==> config.mk <==
export PLATFORM = sky130hd
export DESIGN_NAME = div_issue_ctrl_flat
export DESIGN_NICKNAME = d
export VERILOG_FILES = /design/src/rtl/div_issue_ctrl_if.sv /design/src/rtl/div_issue_ctrl.sv /design/src/flat_wrapper.sv
export SDC_FILE = /design/constraint.sdc
export NUM_CORES = 1
export LEC_CHECK = 0
export ABC_CLOCK_PERIOD_IN_PS = 8200
export CORE_AREA = 3 3 125 175
export CTS_CLUSTER_SIZE = 24
export DETAILED_ROUTE_END_ITERATION = 12
export DIE_AREA = 0 0 128 178
export GPL_TIMING_DRIVEN = 0
export PLACE_DENSITY_LB_ADDON = 0.05
export REMOVE_ABC_BUFFERS = 1
export SYNTH_ARGS = -nofsm -noshare
export SYNTH_HDL_FRONTEND = slang
export SYNTH_SLANG_ARGS = --single-unit
==> constraint.sdc <==
create_clock -name clk -period 8.2 [get_ports clk]
set_clock_uncertainty 0.05 [all_clocks]
set_input_delay 1.64 -clock clk [delete_from_list [all_inputs] [get_ports clk]]
set_output_delay 1.64 -clock clk [all_outputs]
set_load 0.005 [all_outputs]
==> src/rtl/div_issue_ctrl_if.sv <==
// div_issue_ctrl_if: bundles the pipeline request/response signals and the
// divider start/ready handshake of the EX-stage divide sequencer.
//   Pipeline side : req_valid, req_op, req_s1, req_s2, flush  -> controller
//                   stall, rsp_valid, rsp_data                <- controller
//   Divider side  : div_start, div_s1, div_s2                 <- controller
//                   div_ready, div_quotient, div_remainder    -> controller
// master = the sequencer itself, slave = the pipeline plus divider around it.
interface div_issue_ctrl_if #(
  parameter int unsigned XLEN = 32
);
  logic            req_valid;
  logic [2:0]      req_op;
  logic [XLEN-1:0] req_s1;
  logic [XLEN-1:0] req_s2;
  logic            flush;
  logic            stall;
  logic            rsp_valid;
  logic [XLEN-1:0] rsp_data;
  logic            div_start;
  logic [XLEN:0]   div_s1;
  logic [XLEN:0]   div_s2;
  logic            div_ready;
  logic [XLEN:0]   div_quotient;
  logic [XLEN:0]   div_remainder;

  modport master (
    input  req_valid, req_op, req_s1, req_s2, flush,
    input  div_ready, div_quotient, div_remainder,
    output stall, rsp_valid, rsp_data,
    output div_start, div_s1, div_s2
  );

  modport slave (
    output req_valid, req_op, req_s1, req_s2, flush,
    output div_ready, div_quotient, div_remainder,
    input  stall, rsp_valid, rsp_data,
    input  div_start, div_s1, div_s2
  );
endinterface

==> src/rtl/div_issue_ctrl.sv <==
// div_issue_ctrl: initiator-side sequencer for the RV32M divide path.
// Accepts DIV/DIVU/REM/REMU from EX, extends and registers the operands,
// pulses div_start to the multi-cycle XLEN+1-bit divider and stalls the
// pipeline until div_ready, then returns the selected result with a
// one-cycle rsp_valid. Divide-by-zero, signed overflow and repeats of the
// last divided operand pair (single-entry result cache) complete without
// the divider.
// Ports:
//   clk  - rising-edge clock
//   rst  - synchronous active-high reset
//   bus  - div_issue_ctrl_if.master (pipeline request/response + divider)
module div_issue_ctrl #(
  parameter int unsigned XLEN = 32
) (
  input  logic             clk,
  input  logic             rst,
  div_issue_ctrl_if.master bus
);

  typedef enum logic [2:0] {
    S_IDLE,
    S_START,
    S_WAIT,
    S_DONE,
    S_DRAIN
  } state_e;

  state_e          state_q, state_d;

  logic            dreq;
  logic            req_signed;
  logic            div_by_zero;
  logic            overflow;
  logic            cache_hit;
  logic            fast_path;
  logic [XLEN-1:0] s_min;
  logic [XLEN:0]   ext_s1, ext_s2;
  logic [XLEN-1:0] fast_quo, fast_rem, fast_result, div_result;

  logic            issue, fast_take, slow_take, cache_wr;
  logic            stall_c, rsp_valid_c, div_start_c;

  logic [XLEN:0]   div_s1_q, div_s2_q;
  logic [1:0]      op_q;
  logic [XLEN-1:0] rsp_data_q;

  logic            cache_vld_q;
  logic            cache_sgn_q;
  logic [XLEN-1:0] cache_s1_q, cache_s2_q;
  logic [XLEN-1:0] cache_quo_q, cache_rem_q;

  logic            unused_msbs;

  assign s_min = {1'b1, {(XLEN-1){1'b0}}};

  // op[2] marks the divide group; op[0] clear means signed (DIV/REM).
  assign dreq       = bus.req_valid & bus.req_op[2] & ~bus.flush;
  assign req_signed = ~bus.req_op[0];

  assign ext_s1 = {req_signed & bus.req_s1[XLEN-1], bus.req_s1};
  assign ext_s2 = {req_signed & bus.req_s2[XLEN-1], bus.req_s2};

  assign div_by_zero = (bus.req_s2 == '0);
  assign overflow    = req_signed & (bus.req_s1 == s_min) & (bus.req_s2 == '1);
  assign cache_hit   = cache_vld_q
                     & (cache_s1_q == bus.req_s1)
                     & (cache_s2_q == bus.req_s2)
                     & (cache_sgn_q == req_signed);
  assign fast_path   = div_by_zero | overflow | cache_hit;

  // Architectural special cases take priority over the cache; the cache
  // never holds a special-case pair, so the order only matters for clarity.
  always_comb begin
    fast_quo = cache_quo_q;
    fast_rem = cache_rem_q;
    if (div_by_zero) begin
      fast_quo = '1;
      fast_rem = bus.req_s1;
    end else if (overflow) begin
      fast_quo = s_min;
      fast_rem = '0;
    end
  end

  assign fast_result = bus.req_op[1] ? fast_rem : fast_quo;
  assign div_result  = op_q[1] ? bus.div_remainder[XLEN-1:0]
                               : bus.div_quotient[XLEN-1:0];

  // The divider MSBs only exist for the extended arithmetic.
  assign unused_msbs = ^{bus.div_quotient[XLEN], bus.div_remainder[XLEN]};

  always_ff @(posedge clk) begin
    if (rst) begin
      state_q <= S_IDLE;
    end else begin
      state_q <= state_d;
    end
  end

  always_comb begin
    state_d     = state_q;
    issue       = 1'b0;
    fast_take   = 1'b0;
    slow_take   = 1'b0;
    cache_wr    = 1'b0;
    rsp_valid_c = 1'b0;
    div_start_c = 1'b0;
    stall_c     = dreq & (state_q != S_DONE);

    unique case (state_q)
      S_IDLE: begin
        if (dreq) begin
          if (fast_path) begin
            fast_take = 1'b1;
            state_d   = S_DONE;
          end else begin
            issue   = 1'b1;
            state_d = S_START;
          end
        end
      end
      S_START: begin
        if (bus.flush) begin
          state_d = S_IDLE;
        end else begin
          div_start_c = 1'b1;
          state_d     = S_WAIT;
        end
      end
      S_WAIT: begin
        // A flush coinciding with div_ready has nothing left to drain:
        // keep the result in the cache and return straight to IDLE.
        if (bus.div_ready) begin
          cache_wr = 1'b1;
          if (bus.flush) begin
            state_d = S_IDLE;
          end else begin
            slow_take = 1'b1;
            state_d   = S_DONE;
          end
        end else if (bus.flush) begin
          state_d = S_DRAIN;
        end
      end
      S_DONE: begin
        rsp_valid_c = ~bus.flush;
        state_d     = S_IDLE;
      end
      S_DRAIN: begin
        if (bus.div_ready) begin
          cache_wr = 1'b1;
          state_d  = S_IDLE;
        end
      end
      default: state_d = S_IDLE;
    endcase
  end

  always_ff @(posedge clk) begin
    if (rst) begin
      div_s1_q    <= '0;
      div_s2_q    <= '0;
      op_q        <= '0;
      rsp_data_q  <= '0;
      cache_vld_q <= 1'b0;
      cache_sgn_q <= 1'b0;
      cache_s1_q  <= '0;
      cache_s2_q  <= '0;
      cache_quo_q <= '0;
      cache_rem_q <= '0;
    end else begin
      if (issue) begin
        div_s1_q <= ext_s1;
        div_s2_q <= ext_s2;
        op_q     <= bus.req_op[1:0];
      end
      if (fast_take) begin
        rsp_data_q <= fast_result;
      end else if (slow_take) begin
        rsp_data_q <= div_result;
      end
      // Cache key comes from the registered operands, which stay stable
      // from issue until the divider answers, including through DRAIN.
      if (cache_wr) begin
        cache_vld_q <= 1'b1;
        cache_sgn_q <= ~op_q[0];
        cache_s1_q  <= div_s1_q[XLEN-1:0];
        cache_s2_q  <= div_s2_q[XLEN-1:0];
        cache_quo_q <= bus.div_quotient[XLEN-1:0];
        cache_rem_q <= bus.div_remainder[XLEN-1:0];
      end
    end
  end

  // Outputs are held at zero for the whole time reset is asserted.
  assign bus.stall     = ~rst & stall_c;
  assign bus.rsp_valid = ~rst & rsp_valid_c;
  assign bus.div_start = ~rst & div_start_c;
  assign bus.rsp_data  = rst ? '0 : rsp_data_q;
  assign bus.div_s1    = rst ? '0 : div_s1_q;
  assign bus.div_s2    = rst ? '0 : div_s2_q;

endmodule
==> src/flat_wrapper.sv <==
// flat-port wrapper written by rule: the top's interface ports become plain ports
module div_issue_ctrl_flat 
#(
  parameter int unsigned XLEN = 32
)
  (clk, rst, bus_req_valid, bus_req_op, bus_req_s1, bus_req_s2, bus_flush, bus_div_ready, bus_div_quotient, bus_div_remainder, bus_stall, bus_rsp_valid, bus_rsp_data, bus_div_start, bus_div_s1, bus_div_s2);
  div_issue_ctrl_if #(.XLEN(XLEN)) bus_i ();
  input  logic clk;
  input  logic rst;
  input wire logic [$bits(bus_i.req_valid)-1:0] bus_req_valid;
  input wire logic [$bits(bus_i.req_op)-1:0] bus_req_op;
  input wire logic [$bits(bus_i.req_s1)-1:0] bus_req_s1;
  input wire logic [$bits(bus_i.req_s2)-1:0] bus_req_s2;
  input wire logic [$bits(bus_i.flush)-1:0] bus_flush;
  input wire logic [$bits(bus_i.div_ready)-1:0] bus_div_ready;
  input wire logic [$bits(bus_i.div_quotient)-1:0] bus_div_quotient;
  input wire logic [$bits(bus_i.div_remainder)-1:0] bus_div_remainder;
  output wire logic [$bits(bus_i.stall)-1:0] bus_stall;
  output wire logic [$bits(bus_i.rsp_valid)-1:0] bus_rsp_valid;
  output wire logic [$bits(bus_i.rsp_data)-1:0] bus_rsp_data;
  output wire logic [$bits(bus_i.div_start)-1:0] bus_div_start;
  output wire logic [$bits(bus_i.div_s1)-1:0] bus_div_s1;
  output wire logic [$bits(bus_i.div_s2)-1:0] bus_div_s2;
  assign bus_i.req_valid = bus_req_valid;
  assign bus_i.req_op = bus_req_op;
  assign bus_i.req_s1 = bus_req_s1;
  assign bus_i.req_s2 = bus_req_s2;
  assign bus_i.flush = bus_flush;
  assign bus_i.div_ready = bus_div_ready;
  assign bus_i.div_quotient = bus_div_quotient;
  assign bus_i.div_remainder = bus_div_remainder;
  assign bus_stall = bus_i.stall;
  assign bus_rsp_valid = bus_i.rsp_valid;
  assign bus_rsp_data = bus_i.rsp_data;
  assign bus_div_start = bus_i.div_start;
  assign bus_div_s1 = bus_i.div_s1;
  assign bus_div_s2 = bus_i.div_s2;
  div_issue_ctrl #(.XLEN(XLEN)) u_core (.clk(clk), .rst(rst), .bus(bus_i));
endmodule
# Word level (Yosys, flattened, before mapping)
# Cells that the tools add are included.
# totals
elab_cells,80
out_inout_bits,101
ff_bits,233
# classes
muxes,32
eq_ne,13
n_reduce_logical,5
bitwise_logic,19
# op_table
op,n
$mux W32,9
$mux W33,2
$eq A32 B32 Y1,2
$eq A32 B32 Y1 const B,2
$logic_not A32 Y1,1
$and A1 B1 Y1,13
$mux W1,13
$mux W3,4
$pmux W3 S4,1
$eq A3 B2 Y1 const B,2
$mux W2,3
$not A1 Y1,4
$eq A3 B1 Y1 const B,1
$eq A3 B3 Y1 const B,1
$logic_not A3 Y1,1
$ne A3 B2 Y1 const B,1
$ne A3 B3 Y1 const B,1
$reduce_and A3 Y1,1
$ne A2 B1 Y1 const B,1
$ne A2 B2 Y1 const B,1
$or A1 B1 Y1,2
$reduce_bool A2 Y1,1
$reduce_or A2 Y1,1
$eq A1 B1 Y1,1

# Depth between registers and ports, before layout
# Gate-level depths: netlist (run 1).
# logic_depth
word_depth,9
depth_mapped,9
mapped_depth_nobuf,7

# Worst setup path after synthesis (run 1)
# Ideal clock, no wire load.
# synth_path
path_type,input-to-output
from,in rst
to,out bus_rsp_valid
cell_stages,4
slack_ns,3.962
n_path_buf,3
arrival_time_ns,2.548
t_required_ns,6.510
cell_sequence,clkbuf_1 clkbuf_1 clkbuf_1 nor3_1
# synth_between
elab_chain_cells,2
# synth_lines
element,line_no,source
from (decl),flat_wrapper.sv:9,input logic rst;
$not A1 Y1,div_issue_ctrl.sv:197,assign bus.rsp_valid = ~rst & rsp_valid_c;
$and A1 B1 Y1,div_issue_ctrl.sv:197,
to (decl),flat_wrapper.sv:19,output wire logic [$bits(bus_i.rsp_valid)-1:0] bus_rsp_valid;
# No other way between the ends.

# Worst setup path in the final report (run 1)
# layout_path
from,in rst
to,out bus_div_s2[24]
# layout_between
elab_chain_cells,1
# layout_lines
element,line_no,source
$mux W33,div_issue_ctrl.sv:201,assign bus.div_s2 = rst ? '0 : div_s2_q;
to (decl),flat_wrapper.sv:23,output wire logic [$bits(bus_i.div_s2)-1:0] bus_div_s2;
# No other way between the ends.

==> impl_metrics.toml, run 1 <==
[flow_run]
cap_violations = 0

[route]
top_layer = "met4"
drtIter0Drc = 824
via_per_inst = 5.81
drcViolationCount = 0
wl_per_cell_microns = 18.1
met1_length_mm = 14.4
wl_met2_mm = 16.3
wl_mm = 34.1
vias = 10900
ant_nets = 0
routed-wl-met3_mm = 2.40
first_pass_iters = 5

[cells_and_area]
instances_no_fill = 1885
layout.nets = 1753
drive_gt1_frac = 0.0417
antenna_cells = 0
area_delta_synth_final_pct = 27.9

[synth]
syn_area_per_cell_sq_um = 7.77
synth_area_sq_mm = 0.0114
async_reset_ff_frac = 0
synth_area_leaders = "dfxtp_1 (41%), nand2_1 (9.5%), a21oi_1 (8.5%)"
synth_cells = 1470
yosys_warnings = 0
yosysTopAreaCellShare = 0.408
yosysTopAreaCell = "dfxtp_1"
yosysMostFrequentCell = "nand2_1"
yosysUniqueCellTypes = 47
yosys-top-cells-count = "nand2_1 (290), dfxtp_1 (233), a21oi_1 (194)"
synth_edf_count = 0
synthFlopType = "dfxtp_1"
yosys_register_bits = 233
ys_seq_area_frac = 0.408

[clocking]
cts_resized = 0
htree_num_levels = 1
cts_buffer_depth = 3
cts_tree = "built"
clock_latency_ns = 0.51
cts_setup_buffers = 0
cts.sinks = 233
hold_buffers = 0
clk_pin_slew_ns = 0.06
clockRootBuffer = "clkbuf_16"
cts_made_buffers = 23

[timing]
finalSetupViolCount = 0
rsz0062_at_grt = "false"
relSlewSlack = 0.0967
post-route-min-period_ns = 5.37
hold_viol_final = 0
hold-worst-slack_ns = 0.383
max_freq_ghz = 0.186
slew_violations = 0
tightest_slew_ns = 1.35
finalCritPeriodShare = 0.655

[global_route]
antenna_found_initial = 1
grt_max_degree = 170
grt_pass1_wl_mm = 53.6
grt_pass1_vias = 10300
grt_remaining_overflow = 0
grtUsageTotal = 0.288

[worst_setup_path]
crit_type = "input pin to output pin"
arrival_ns = 3.68
end_kind = "output pin"
crit_path_max_fanout = 169
cp.required_ns = 6.51
startpoint_type = "input pin"

[place]
dp.cells = 1846
place.gp.congestion = 0.796
io_buffer_count = 236
dp_hpwl_mm = 22.5

[die]
die-area_sq_mm = 0.0228
row_count = 62
die_h_microns = 178
ios = 239
core_sq_mm = 0.0205
start_util = 0.558
die_w_microns = 128

[min_path]
hp-class = "register to register"

[power_and_ir_drop]
total_leakage_power_nw = 4.92
powerDensity_mw_per_mm2 = 164
max-vdd-ir-drop_uv = 149

[status]
status = "complete, no violations"
## final timing paths
| kind | depth (start not counted) | startpoint | end | slack [ns] |
|---|---|---|---|---|
| setup reg to reg | 6 | u_core.state_q[2] | u_core.rsp_data_q[19] | 4.72 |
| setup / recovery | 4 | rst | bus_div_s2[24] | 2.83 |
| hold reg to reg | 1 | u_core.op_q[0] | u_core.cache_sgn_q | 0.38 |
| hold / removal | 1 | u_core.op_q[0] | u_core.cache_sgn_q | 0.38 |
## where the power goes
group | leakage [nW] | switching [mW] | internal, mW
combinational | 2.69 | 0.123 | 0.113
sequential | 1.88 | 0.00975 | 1.15
clock | 0.352 | 0.442 | 0.564
total | 4.92 | 0.575 | 1.83
## per-stage QoR
stage                      util  cell area [sq um]  power, mW  setup slack, ns  TNS (ns)
after floorplan               -              10900       1.25            -1.35    -91.43
after global placement    0.662              13600       1.41            -6.00  -1219.59
after detailed placement  0.679              13900       1.42             2.80         0
after CTS                 0.713              14600       2.41             2.88         0
after global routing      0.713              14600       2.48             2.70         0
final                     0.713              14600       2.40             2.83         0
## cell usage in the layout, fill, tap and decap left out, types with 2 or more instances in the layout
| cell | Yosys | final |
|---|---|---|
| o31ai_1 | 3 | 3 |
| nor4bb_1 | 2 | 2 |
| nand2_1 | 290 | 290 |
| a21oi_1 | 194 | 194 |
| or4_4 | 1 | 2 |
| clkbuf_16 | 0 | 23 |
| clkinv_2 | 0 | 8 |
| and4_1 | 2 | 2 |
| o2111ai_1 | 2 | 2 |
| nand2b_1 | 13 | 13 |
| xnor2_1 | 50 | 50 |
| nor2_1 | 41 | 41 |
| buf_16 | 0 | 3 |
| clkbuf_8 | 0 | 2 |
| clkdlybuf4s50_1 | 0 | 234 |
| inv_1 | 67 | 67 |
| a221oi_1 | 2 | 2 |
| a22o_1 | 30 | 30 |
| nor4b_1 | 3 | 3 |
| clkbuf_1 | 101 | 4 |
| mux2i_1 | 32 | 32 |
| nand3_1 | 2 | 2 |
| buf_6 | 4 | 4 |
| nor2b_1 | 101 | 101 |
| nor4_1 | 17 | 17 |
| xor2_1 | 7 | 7 |
| buf_12 | 0 | 9 |
| or3_1 | 3 | 3 |
| nand4_1 | 22 | 22 |
| o31a_1 | 31 | 31 |
| o21ai_0 | 101 | 100 |
| o21ba_4 | 1 | 2 |
| o41ai_1 | 64 | 64 |
| nor3_1 | 4 | 3 |
| a211oi_1 | 3 | 3 |
| dfxtp_1 | 233 | 232 |
| and4b_1 | 2 | 2 |
## routing by layer
metal	vias to the layer above	GRT usage
met4	0	0.0912
li1	5360	-
met3	65	0.0425
met1	5130	0.385
met2	394	0.481
met5	-	0
## cell families (layout without fill, tap and decap cells)
logic type	after synthesis	count (layout)	synth area share
AO/OA/AOI/OAI	438	438	0.239
multiplexers	32	32	0.0280
XOR/XNOR	57	57	0.0437
buffers and inverters	199	358	0.0697
flip-flops	233	233	0.408
AND/OR/NAND/NOR	511	511	0.211
## layout make-up
| type | count | area (sq um) |
|---|---|---|
| Clock inverter | 10 | 78.8 |
| Fill cell | 1732 | 5870 |
| Multi-Input combinational cell | 1038 | 6010 |
| Timing Repair Buffer | 252 | 2670 |
| Inverter | 67 | 251 |
| Tap cell | 256 | 320 |
| Sequential cell | 233 | 4670 |
| Clock buffer | 29 | 618 |
## flip-flops by register name, indices dropped and copies added, names as in the netlist
name / count
u_core.div_s1_q: 33
u_core.div_s2_q: 33
u_core.cache_quo_q: 32
u_core.cache_rem_q: 32
u_core.cache_s1_q: 32
u_core.cache_s2_q: 32
u_core.rsp_data_q: 32
u_core.state_q: 3
u_core.op_q: 2
u_core.cache_sgn_q: 1
u_core.cache_vld_q: 1
## critical path, cell delays in order
cell and delay [ns]:
buf_8 0.65, buf_16 0.46, nor2b_1 0.14, clkdlybuf4s50_1 0.54
Power figures use the tool's default switching activity.
==> run 2: changes to the inputs <==
ABC_CLOCK_PERIOD_IN_PS = 5300   (was 8200)
CORE_AREA = 3 3 130 182   (was 3 3 125 175)
DIE_AREA = 0 0 133 185   (was 0 0 128 178)
clock period = 5.3 ns   (was 8.2 ns; I/O delays follow)
==> impl_metrics.toml, run 2 (synthesized netlist as in run 1, its figures left out) <==
[cells_and_area]
top_regs = "u_core.div_s1_q: 33 flops, u_core.div_s2_q: 33 flops"
area_delta_synth_final_pct = 29.3
finish.instance_area_sq_mm = 0.0148
final_common_cell = "nand2_1"
layout.nets = 1754
drive_gt1_frac = 0.0422
final_cell_mix = "nand2_1 (290), clkdlybuf4s50_1 (234), dfxtp_1 (232), a21oi_1 (194), nor2b_1 (101)"
instances_no_fill = 1931
antenna_cells = 0

[route]
drtIter0Drc = 791
via_per_inst = 5.63
first_pass_iters = 5
wl_mm = 34.5
vias = 10900
drcViolationCount = 0
ant_nets = 0
wl_per_cell_microns = 17.9

[power_and_ir_drop]
p_clk_frac = 0.434
powerDensity_mw_per_mm2 = 259
total_leakage_power_nw = 4.96
intPower_mw = 2.93
swShare = 0.234
switchingPower_uw = 892
pwr-share-seq = 0.469
combinationalPowerShare = 0.097
max-vdd-ir-drop_uv = 278

[timing]
finalCritPeriodShare = 0.821
relSlewSlack = 0.121
slew_violations = 0
rsz0062_at_grt = "false"
hold_viol_final = 0
setup_ws_ns = 0.949
finalSetupViolCount = 0
fin_tns_setup_ns = 0
post-route-min-period_ns = 4.35
tightest_slew_ns = 1.32
max_freq_ghz = 0.230

[die]
die-area_sq_mm = 0.0246
core_sq_mm = 0.0220
row_count = 64
die_w_microns = 133
ios = 239
start_util = 0.519
die_h_microns = 185

[clocking]
cts_resized = 0
hold_buffers = 0
cts_tree = "built"
clockRootBuffer = "clkbuf_16"
cts_setup_buffers = 0
cts_made_buffers = 24
htree_num_levels = 1
clock_latency_ns = 0.51
cts_buffer_depth = 3
clk_pin_slew_ns = 0.06
cts.sinks = 233

[place]
dp.cells = 1887
dp_hpwl_mm = 23.0
place_ws_ns = 0.387
place.gp.congestion = 0.840
io_buffer_count = 236
place_area_sq_mm = 0.0140

[worst_setup_path]
crit_path_max_fanout = 64
cp.required_ns = 5.64
end_kind = "register"
crit_type = "input pin to register"
arrival_ns = 4.69
regToRegSetupSlack_ns = 1.89
startpoint_type = "input pin"

[global_route]
grt_pass1_vias = 10100
antenna_found_initial = 0
grt_remaining_overflow = 0
grt_max_degree = 125
grt-busiest-layer = "met2"
grt_pass1_wl_mm = 53.9
gr-usage-met2 = 0.462
grtUsageTotal = 0.268
grt_util_met1 = 0.354
use_met3 = 0.0465

[min_path]
hp-class = "register to register"

[status]
status = "complete, no violations"

[flow_run]
cap_violations = 0
==> run 2: power by group through the flow <==
stage               combinational (mW)  clock (mW)  sequential, mW
finish                           0.369        1.66            1.79
global route                     0.397        1.76            1.79
CTS                              0.369        1.69            1.79
detailed placement               0.367           0            1.83
global placement                 0.356           0            1.83
floorplan                        0.114           0            1.83
==> run 2: final cells by class <==
class | count | area [sq um]
Multi-Input combinational cell | 1038 | 6010
Clock buffer | 37 | 711
Fill cell | 1943 | 7250
Tap cell | 297 | 372
Sequential cell | 233 | 4670
Timing Repair Buffer | 252 | 2700
Clock inverter | 7 | 62.6
Inverter | 67 | 251
==> run 2: final timing paths <==
kind | from | end | cells past startpoint
setup / recovery | bus_req_s2[7] | u_core.rsp_data_q[0] | 8
setup reg to reg | u_core.state_q[2] | u_core.rsp_data_q[0] | 6
hold reg to reg | u_core.div_s1_q[28] | u_core.cache_s1_q[28] | 2
hold / removal | u_core.div_s1_q[28] | u_core.cache_s1_q[28] | 2
==> run 2: stage by stage <==
| stage | util | power (mW) | hold WS [ns] |
|---|---|---|---|
| after floorplan | - | 1.94 | 0.351 |
| after global placement | 0.618 | 2.19 | 0.362 |
| after detailed placement | 0.636 | 2.20 | 0.372 |
| after CTS | 0.671 | 3.85 | 0.385 |
| after global routing | 0.671 | 3.95 | 0.407 |
| final | 0.671 | 3.82 | 0.394 |
==> run 2: per-layer routing <==
metal,part of all wire,up-vias
li1,-,5379
met1,0.43,5115
met2,0.49,332
met3,0.063,36
met4,0.017,0
met5,0,-
==> run 2: critical path, stage by stage <==
cell and delay [ns]:
clkdlybuf4s50_1 0.57, nor4_1 0.46, nand4_1 0.21, nor2_4 0.73
buf_12 0.29, o21ba_4 0.21, o32a_2 0.62, o31a_1 0.47
